`config.mk`:
```
export PLATFORM = sky130hd
export DESIGN_NAME = watch_timekeeper
export DESIGN_NICKNAME = d
export VERILOG_FILES = /design/src/rtl/watch_timekeeper.sv
export SDC_FILE = /design/constraint.sdc
export NUM_CORES = 1
export LEC_CHECK = 0
export BUFFER_PORTS_ARGS = -buffer_cell sky130_fd_sc_hd__buf_2
export CAP_MARGIN = 5
export CORE_AREA = 2 2 76 78
export DETAILED_ROUTE_END_ITERATION = 8
export DIE_AREA = 0 0 78 80
export PLACE_DENSITY = 0.72
export REMOVE_ABC_BUFFERS = 1
export SYNTH_ARGS = -nofsm -noshare
export SYNTH_HDL_FRONTEND = slang
export SYNTH_SLANG_ARGS = --single-unit
```
`constraint.sdc`:
```
create_clock -name clock -period 2.75 [get_ports clock]
set_input_delay 0 -clock clock [delete_from_list [all_inputs] [get_ports clock]]
set_output_delay 0 -clock clock [all_outputs]
set_load 0.01 [all_outputs]
```
`src/rtl/watch_timekeeper.sv`:
```
// Binary timekeeping core: one-second prescaler, sec/min/hour counters and a
// two-key set-mode state machine (RUN -> SET_HOUR -> SET_MIN -> RUN).
module watch_timekeeper #(
  parameter int TICKS_PER_SEC = 50000000,
  parameter int PRESCALE_W    = 26
) (
  input  logic       clock,
  input  logic       reset_n,
  input  logic       mode_key,
  input  logic       inc_key,
  output logic [5:0] seconds,
  output logic [5:0] minutes,
  output logic [5:0] hours,
  output logic [1:0] set_mode,
  output logic       sec_tick
);

  localparam logic [1:0] MODE_RUN      = 2'b00;
  localparam logic [1:0] MODE_SET_HOUR = 2'b01;
  localparam logic [1:0] MODE_SET_MIN  = 2'b10;

  localparam logic [PRESCALE_W-1:0] PRESCALE_LAST = PRESCALE_W'(TICKS_PER_SEC - 1);

  logic                  mode_prev;
  logic                  inc_prev;
  logic                  mode_edge;
  logic                  inc_edge;
  logic [PRESCALE_W-1:0] prescale;
  logic [PRESCALE_W-1:0] prescale_nxt;
  logic [1:0]            mode_nxt;
  logic [5:0]            sec_nxt;
  logic [5:0]            min_nxt;
  logic [5:0]            hour_nxt;
  logic                  tick;

  // Wraps to 0 at `last`; any out-of-range value also loads 0.
  function automatic logic [5:0] wrap_inc(input logic [5:0] value, input logic [5:0] last);
    return (value >= last) ? 6'd0 : value + 6'd1;
  endfunction

  assign mode_edge = mode_key & ~mode_prev;
  assign inc_edge  = inc_key  & ~inc_prev;

  always_comb begin
    // NOTE: every output of this block gets a default first, so no path can leave one unassigned and infer a latch.
    mode_nxt     = set_mode;
    prescale_nxt = '0;
    sec_nxt      = seconds;
    min_nxt      = minutes;
    hour_nxt     = hours;
    tick         = 1'b0;

    if (mode_edge) begin
      // A mode edge wins over both the inc key and a coincident prescaler wrap.
      case (set_mode)
        MODE_RUN:      mode_nxt = MODE_SET_HOUR;
        MODE_SET_HOUR: mode_nxt = MODE_SET_MIN;
        MODE_SET_MIN: begin
          mode_nxt = MODE_RUN;
          sec_nxt  = 6'd0;
        end
        default:       mode_nxt = MODE_RUN;
      endcase
    end else begin
      case (set_mode)
        MODE_RUN: begin
          if (prescale >= PRESCALE_LAST) begin
            tick    = 1'b1;
            sec_nxt = wrap_inc(seconds, 6'd59);
            if (seconds == 6'd59) begin
              min_nxt = wrap_inc(minutes, 6'd59);
              if (minutes == 6'd59) begin
                hour_nxt = wrap_inc(hours, 6'd23);
              end
            end
          end else begin
            prescale_nxt = prescale + 1'b1;
          end
        end
        MODE_SET_HOUR: begin
          if (inc_edge) begin
            hour_nxt = wrap_inc(hours, 6'd23);
          end
        end
        MODE_SET_MIN: begin
          if (inc_edge) begin
            min_nxt = wrap_inc(minutes, 6'd59);
          end
        end
        default: ;
      endcase
    end
  end

  always_ff @(posedge clock or negedge reset_n) begin
    if (!reset_n) begin
      // Key history resets high so a key held through reset yields no edge.
      mode_prev <= 1'b1;
      inc_prev  <= 1'b1;
      prescale  <= '0;
      seconds   <= 6'd0;
      minutes   <= 6'd0;
      hours     <= 6'd0;
      set_mode  <= MODE_RUN;
      sec_tick  <= 1'b0;
    end else begin
      // NOTE: non-blocking assignments make every register here sample the pre-edge values, as real flops do.
      mode_prev <= mode_key;
      inc_prev  <= inc_key;
      prescale  <= prescale_nxt;
      seconds   <= sec_nxt;
      minutes   <= min_nxt;
      hours     <= hour_nxt;
      set_mode  <= mode_nxt;
      sec_tick  <= tick;
    end
  end

endmodule

```
# After elaboration in Yosys (flattened, before gate mapping)
# Cells that the tools add are included.
# word_totals
ff_bits	49
input_bits	4
out_inout_bits	21
wordCells	62
# classes
add_sub_neg	4
n_lt_le_gt_ge	4
eq_ne	10
mux	23
bitwise_logic	5
n_reduce_logical	8
# op_table
op	n
two-way mux 6 bit	14
two-way mux 26 bit	3
adder 26 x 1 -> 26 bit, second input constant	1
greater-or-equal comparator 26 bit, second input constant	1
case mux 6 bit (2 select lines)	2
adder 6 x 1 -> 6 bit, second input constant	3
equality test 6 bit, second input constant	2
greater-or-equal comparator 6 bit, second input constant	2
!= test 2 bit, second input constant	5
nonzero test 2 bit	4
greater-or-equal comparator 6 x 5 -> 1 bit, second input constant	1
AND reduction 6 bit	1
AND reduction 5 bit	1
case mux 2 bit (2 select lines)	1
two-way mux 1 bit	3
inverter 1 bit	3
AND reduction 3 bit	1
bitwise AND 1 bit	2
equality test 2 x 1 -> 1 bit, second input constant	1
equality test 2 bit, second input constant	1
zero test 2 bit	1
!= test 2 x 1 -> 1 bit, second input constant	1

# Longest topological paths before layout
# Gate-level depths: netlist of the first run.
# logic_depth
ltp_word	6
depth_mapped	8
ltp_nobuf	7

# Worst setup path before layout of the first run
# Ideal clock, no wire load.
# synth_timing
kind	reg2reg
from	register prescale[0]
to	register minutes[5]
setup_time_ps	79
arrival_time_ps	1892
t_required_ps	2671
setup_slack_ps	778
stages_incl_launch_ff	8
n_path_buf	0
synth_period_minus_slack_ps	1972
cell_sequence	dfrtp_1 > ha_1 > and4_4 > a2111oi_4 > o31a_1 > a21oi_2 > o21ai_2 > a2bb2oi_1
# synth_via
elab_chain_len	3
# synth_lines
element	line_no	source
from (decl)	28	logic [PRESCALE_W-1:0] prescale;
from (signal assigned)	110	prescale <= prescale_nxt;
greater-or-equal comparator 26 bit	67	if (prescale >= PRESCALE_LAST) begin
!= test 2 bit (no source line)	-	
AND reduction 5 bit (no source line)	-	
to (signal assigned)	112	minutes <= min_nxt;
to (decl)	12	output logic [5:0] minutes,
# No other way between the ends.
# A chain may end at the register's enable or synchronous reset.

# Worst setup path after layout of the first run
# layout_timing
from	register prescale[0]
to	register prescale[4]
# layout_via
elab_chain_len	4
elab_cells_between_ends	5
cone_classes	add/sub: 1; order compare: 1; mux: 3
# layout_lines
element	line_no	source
adder 26 x 1 -> 26 bit / greater-or-equal comparator 26 bit (equally long branches)	77, 67	
two-way mux 26 bit (*)	67	
two-way mux 26 bit (*)	65	case (set_mode)
two-way mux 26 bit (*)	53	if (mode_edge) begin
net prescale_nxt[4]	29	logic [PRESCALE_W-1:0] prescale_nxt;
# The timed path passes the listed nets; every way through them passes the cells marked *.

==> impl_results.md, run 1 <==
* Leakage power summed over all cells at 0.00122 uW
* Outcome: finished, final reports clean
* TritonRoute pass-1 iters at 4
* CTS clock-pin slew for the worst setup and hold paths at 0.09 ns
* WP buf/inv at 0
* Cell Area, Synth at between 2000 and 3000 um^2
* Port Buf Inserts at 24
* HPWL after detailed placement at ~3400 um
* Top achievable clock speed at about 430 MHz
* Maximum single-stage delay on the critical path at around 0.4 ns
* Power per cell area at a little under 600 nW/um^2
* Data arrival time of the critical path at roughly 2.5 ns
* Element type at the critical path end: flip-flop
* DRC violations left at 0
* Synthesized instance count at between 200 and 300
* Worst-path cell chain: ha_1 -> and4_4 -> a2111oi_4 -> o31ai_1 -> nor2_1 -> nand2_2 -> nor2_1
* Largest cells by area after synthesis: dfrtp_1, nor2_1, nand3_1
* Total of warnings raised by yosys at 0
* Max-slew headroom at the worst pin at 30.8%
* Inserted Clock Buffers at 5
* Max-Cap Viols at 0
* Worst setup skew after layout at about 0.0044 ns
* Weighted congestion reported at the end of routability-driven placement at 0.816
* Total via count after detailed routing at 1973
* Die area at between 6000 and 7000 um^2
* FF/Latch Area at approximately 1200 um^2
* Portion of the clock cycle consumed by the worst path in the final layout at a little over four fifths
* Mean post-synth cell area at between 9 and 10 um^2
* Slowest cell on the critical path: dfrtp_1
* Final setup vio count at 0
* Share of synthesized area occupied by flip-flops and latches at roughly half
* Most used cell, CP: nor2_1
* Top-level port count at 25
* Crit Path Class: reg2reg
* Final critical path time including I/O delays and setup at ~2.3 ns
* Count of flip-flops with a built-in enable after synthesis at 0
* Total Nets Final at 301
* Total global routing track utilization at around 17%
* Vias in the first global route at 1949
* Max Transition Viols Final at 0
* Required arrival time at the worst endpoint at approximately 3.0 ns
* Worst min-delay path category: in2reg
* Antenna violations before repair at 0
* Cell variety after synth at 52
* Cell family with the largest share of critical-path delay: simple AND/OR/NAND/NOR gates
* Buffer count from post-CTS setup fixing at 0
* Final Routed Wirelength at about 4900 um
* Clock Tree Root: clkbuf_8
* Total negative setup slack at 0 ns
* Fraction of layout instances using a drive strength above 1 at between 15 and 20%
* CTS tree: yes
* Residual antenna-violating net count after detailed routing at 0
* Effective utilization at floorplan at between 40% and 50%
* Number of storage elements in the synthesis netlist at 49
* Level count of the clock H-tree at 2
* Commonest register cell after synthesis: dfrtp_1
* P&R area growth vs syn at 12.6%
* Number of hold violations in the final report at 0
* Max FO, Critical Path at 25
* Global-route wire length before repair at between 8000 and 9000 um
* Proportion of netlist area held by the largest area contributor at a little under half
* Slew at the pin closest to its max-slew limit at between 1 and 1.5 ns
* Initial DRC count at 94
* Footprint of the multi-input gates at about 1300 um^2
* Setup slack of the critical path after layout at between 0.4 and 0.5 ns
* Category of the worst setup path launch point: flip-flop
* Maximum number of pins on one net before global-route repair at 50
* Number of sinks handled by clock tree synthesis at 49
* X dimension of the die at a little under 80 um
* Num rows at 27
* Total global routing overflow at 0
* Buffer depth of the longest clock path at 2
* Core area at roughly 5400 um^2
* Unrepaired setup endpoints after global routing: no
* Worst-skew pair later-pin latency at ~0.30 ns
* Max VDD drop at 0.295 mV
* Die span in y at approximately 80 um
* Number of antenna cells inserted at 0
* Fill cell total of the finished layout at 509
* Ratio of routed vias to standard cells at approximately 5.4
* Fraction of registers with async set/reset at 100%
* Worst setup slack after placement at between 0.4 and 0.5 ns
* Cell type with the highest aggregate area in the netlist: dfrtp_1
* Routed wirelength normalized by instance count at around 13 um
-- flip-flops by register name (all words and copies together), names as in the netlist --
signal and flops:
prescale 26, sec_tick 1, mode_prev 1, set_mode 2, inc_prev 1, seconds 6
hours 6, minutes 6
-- per-stage QoR --
step	power [uW]	hold slack (ns)	utilization [%]	area (um^2)	cells
final	1710	0.369	53.2	2880	365
after global routing	1810	0.373	53.2	2880	365
after CTS	1720	0.358	53.2	2880	365
after detailed placement	1220	0.128	50.7	2740	355
after global placement	1220	0.126	50.7	2740	355
after floorplan	1090	-0.296	-	2530	259
-- cell usage after synthesis (3+ instances only) --
cell type	instances
ha_1	4
xor2_1	12
and3_1	8
clkbuf_1	3
o211ai_1	4
nor2_1	39
o21ai_1	8
inv_1	5
dfrtp_1	47
o2bb2ai_1	6
nand2_1	21
o21ai_0	4
nor3_1	9
o31ai_1	3
xnor2_1	12
a21oi_1	3
nand3_1	21
nand2b_1	7
nor2b_1	3
-- placed cells by master (no fill, tap or decap), types with 4 or more instances in the layout --
master | Yosys | final
o211ai_1 | 4 | 4
nand2_1 | 21 | 21
nand2b_1 | 7 | 7
nand3_1 | 21 | 21
nor3_1 | 9 | 9
clkbuf_8 | 0 | 5
nor2_1 | 39 | 39
o2bb2ai_1 | 6 | 6
o21ai_1 | 8 | 8
xnor2_1 | 12 | 12
inv_1 | 5 | 5
ha_1 | 4 | 4
buf_2 | 2 | 24
xor2_1 | 12 | 12
dfrtp_1 | 47 | 47
and3_1 | 8 | 8
o21ai_0 | 4 | 4
-- logic make-up after synthesis --
family                     share of synthesized area (%)
and+or+nand+nor                                     25.5
DFF                                                 48.1
AOI/OAI and AO/OA                                   14.2
xor gates and xnor gates                            8.23
buffers and inverters                               1.57
adders and majority gates                           2.35
-- worst register-to-register path: stages, from the launching register on --
cell       delay (ns)
dfrtp_1          0.40
ha_1             0.24
and4_4           0.23
a2111oi_4        0.38
o31ai_1          0.19
nor2_1           0.22
nand2_2          0.34
nor2_1           0.23
-- worst paths after layout --
path                            cells past startpoint          end        start  slack (ns)
worst max-delay path                                7  prescale[4]  prescale[0]        0.45
worst min-delay path                                2     inc_prev      inc_key        0.37
worst max register to register                      7  prescale[4]  prescale[0]        0.45
worst min register to register                      1  prescale[0]  prescale[0]        0.47
max in group asynchronous                           2     hours[0]      reset_n        1.69
min in group asynchronous                           2  prescale[4]      reset_n        0.42
-- layer usage --
metal | part of all wire (%) | vias to the layer above | GRT usage [%]
met1 | 50 | 949 | 23.3
li1 | - | 993 | -
met2 | 46 | 25 | 27.7
met5 | 0 | - | 0
met3 | 3.0 | 6 | 4.07
met4 | 1.2 | 0 | 4.21
-- timing repair --
item / in CTS / in global routing
resized for setup: 0 / 0
hold endpoints to repair: 49 / 0
setup endpoints to repair: 0 / 0
hold buffers: 3 / 0
-- report_power, final --
group / leakage [uW] / switching [uW] / internal [uW] / total (uW)
Clock: 0.0000540 / 236 / 265 / 501
Sequential: 0.000652 / 90.1 / 788 / 878
Combinational: 0.000509 / 196 / 133 / 329
-- final cells by class --
| cell class | instances | area share [%] |
|---|---|---|
| multi-input combinational | 205 | 44.7 |
| sequential | 49 | 42.7 |
| clock buffer | 5 | 2.39 |
| timing repair buffer | 27 | 5.22 |
| tap | 72 | 3.13 |
| clock inverter | 2 | 1.22 |
| inverter | 5 | 0.652 |
Note: power is estimated with default switching activity, not from simulation.
==> inputs of run 2 (changes only) <==
==> constraint.sdc (replaced) <==
create_clock -name clock -period 2.34 [get_ports clock]
set_input_delay 0 -clock clock [delete_from_list [all_inputs] [get_ports clock]]
set_output_delay 0 -clock clock [all_outputs]
set_load 0.01 [all_outputs]
==> run 2 against run 1 <==
Against the previous run:
- clock skew grew 0.0049 ns
- routed wire length increased by 1.6%
- register-to-register slack lost 0.29 ns
- count of clock-buffer cells in the layout rose by 2
- cell area increased by 0.61%
- final cell count grew 1.1%
- sequential power increased by 17%
- maximum frequency grew 5.7%
- critical endpoint is now minutes[5]
- highest routed layer unchanged
==> impl_results.md, run 2 (same netlist as run 1, synthesis figures left out) <==
* Max FO, Critical Path at 6
* Worst setup slack after placement at 0.115 ns
* Num rows at 27
* Global-route wire length before repair at 8850 um
* Buffer depth of the longest clock path at 2
* Slowest cell on the critical path: dfrtp_1
* Total negative setup slack at 0 ns
* Top library cells by usage in the layout, fill and taps aside: dfrtp_1, nor2_1, buf_2
* Worst setup skew after layout at between 0.009 and 0.01 ns
* Max Transition Viols Final at 0
* Die area at about 6200 um^2
* Effective utilization at floorplan at between 40% and 50%
* HPWL after detailed placement at between 3000 and 4000 um
* Level count of the clock H-tree at 2
* Switching power summed over all nets at a little over 600 uW
* Total global routing overflow at 0
* X dimension of the die at slightly below 80 um
* Data arrival time of the critical path at 2.41 ns
* Buffer count from post-CTS setup fixing at 0
* Maximum number of pins on one net before global-route repair at 30
* Final critical path time including I/O delays and setup at ~2.2 ns
* Inserted Clock Buffers at 5
* Most common library cell in the layout ignoring fill and taps: dfrtp_1
* Residual antenna-violating net count after detailed routing at 0
* Top-level port count at 25
* Initial DRC count at between 100 and 150
* Category of the worst setup path launch point: flip-flop
* Maximum single-stage delay on the critical path at 0.40 ns
* Portion of the clock cycle consumed by the worst path in the final layout at between 90 and 100%
* Weighted congestion reported at the end of routability-driven placement at between 0.8 and 0.9
* Final setup vio count at 0
* WP buf/inv at 0
* Ratio of routed vias to standard cells at between 5 and 6
* Required arrival time at the worst endpoint at 2.57 ns
* Number of antenna cells inserted at 0
* Top achievable clock speed at between 400 and 500 MHz
* Routed wirelength normalized by instance count at 13.5 um
* TritonRoute pass-1 iters at 4
* Power per cell area at 671 nW/um^2
* Crit Path Class: reg2reg
* Number of hold violations in the final report at 0
* Number of sinks handled by clock tree synthesis at 49
* Max-Cap Viols at 0
* Core area at 5410 um^2
* DRC violations left at 0
* Total global routing track utilization at 18.1%
* Top reg by flops: prescale
* Worst min-delay path category: in2async
* Unrepaired setup endpoints after global routing: no
* CTS clock-pin slew for the worst setup and hold paths at about 0.09 ns
* Antenna violations before repair at 0
* Vias in the first global route at roughly 1900
* Setup slack of the critical path after layout at 0.165 ns
* First element of the critical path: prescale[0]
* Fill cell total of the finished layout at approximately 520
* Leakage power summed over all cells at 0.00122 uW
* Slew at the pin closest to its max-slew limit at ~0.54 ns
* Worst flop-to-flop path startpoint: prescale[0]
* Die span in y at around 80 um
* Max VDD drop at 0.306 mV
* Port Buf Inserts at 24
* Worst-skew pair later-pin latency at 0.31 ns
* Clock Tree Root: clkbuf_8
* Number of flip-flops in the largest register at 26
* Max-slew headroom at the worst pin at approximately 64%
* Total via count after detailed routing at between 1500 and 2000
* Share of total power consumed by net switching at 31.8%
* Fraction of layout instances using a drive strength above 1 at between 10% and 20%
* Part of the total power dissipated in combinational logic at between 20% and 30%
* Internal power component at ~1300 uW
* Clock share of power at a little over a quarter
* Cell family with the largest share of critical-path delay: compound AO/OA/AOI/OAI gates
* Final Routed Wirelength at roughly 5000 um
* Total Nets Final at 304
* Worst-path cell chain: ha_1 -> and4_4 -> a2111oi_4 -> o31a_1 -> a21oi_2 -> o21ai_2 -> a2bb2oi_1
* Element type at the critical path end: flip-flop
* Outcome: finished, final reports clean
* CTS tree: yes
* P&R area growth vs syn at 13.3%
* Sequential cell fraction of total power at 53.1%
[run 2: cell types whose count changed in the layout (fill, tap and decap cells not counted)]
cell,previous run,this run
bufinv_16,1,0
clkbuf_1,0,1
nand2_4,0,1
nand2_2,1,0
clkinvlp_4,0,1
buf_4,0,3
clkinv_2,1,0
clkbuf_8,5,6
[run 2: timing repair]
item                                    CTS  global route
endpoints found under the setup margin    0            25
gates resized for setup                   0             1
hold buffers                              3             0
hold endpoints to repair                 22             0
[run 2: layout make-up]
class / instances / area [um^2] / area share (%)
Sequential cell: 49 / 1230 / 42.5
Tap cell: 72 / 90.1 / 3.11
Clock inverter: 1 / 7.51 / 0.259
Inverter: 5 / 18.8 / 0.649
Multi-Input combinational cell: 205 / 1290 / 44.6
Clock buffer: 7 / 86.3 / 2.98
Timing Repair Buffer: 30 / 173 / 5.97
[run 2: per-stage QoR]
step	util [%]	instances	area [um^2]	total power, uW	hold slack (ns)
floorplan	-	259	2530	1280	-0.296
global route	53.5	369	2890	2070	0.215
detailed placement	51.2	358	2770	1440	-0.0125
finish	53.5	369	2890	1940	0.165
CTS	53.4	369	2890	1970	0.170
global placement	51.2	358	2770	1430	-0.0164
[run 2: power by group through the flow]
stage	combinational, uW	sequential (uW)	clock, uW
floorplan	225	1060	0
global placement	389	1040	0
detailed placement	395	1050	0
CTS	400	1030	539
global route	451	1050	575
finish	398	1030	514
[run 2: worst paths after layout]
path / cells past startpoint / slack (ns) / end
worst max register to register: 7 / 0.16 / minutes[5]
max in group asynchronous: 3 / 1.39 / mode_prev
min in group clock: 2 / 0.35 / mode_prev
worst min register to register: 1 / 0.46 / prescale[0]
worst max-delay path: 7 / 0.16 / minutes[5]
worst min-delay path: 2 / 0.17 / prescale[5]
[run 2: per-layer routing]
metal | share of wire, % | up-vias | track usage, %
li1 | - | 1006 | -
met1 | 50 | 957 | 24.9
met2 | 45 | 25 | 27.7
met3 | 3.6 | 6 | 4.75
met4 | 1.5 | 0 | 6.32
met5 | 0 | - | 0
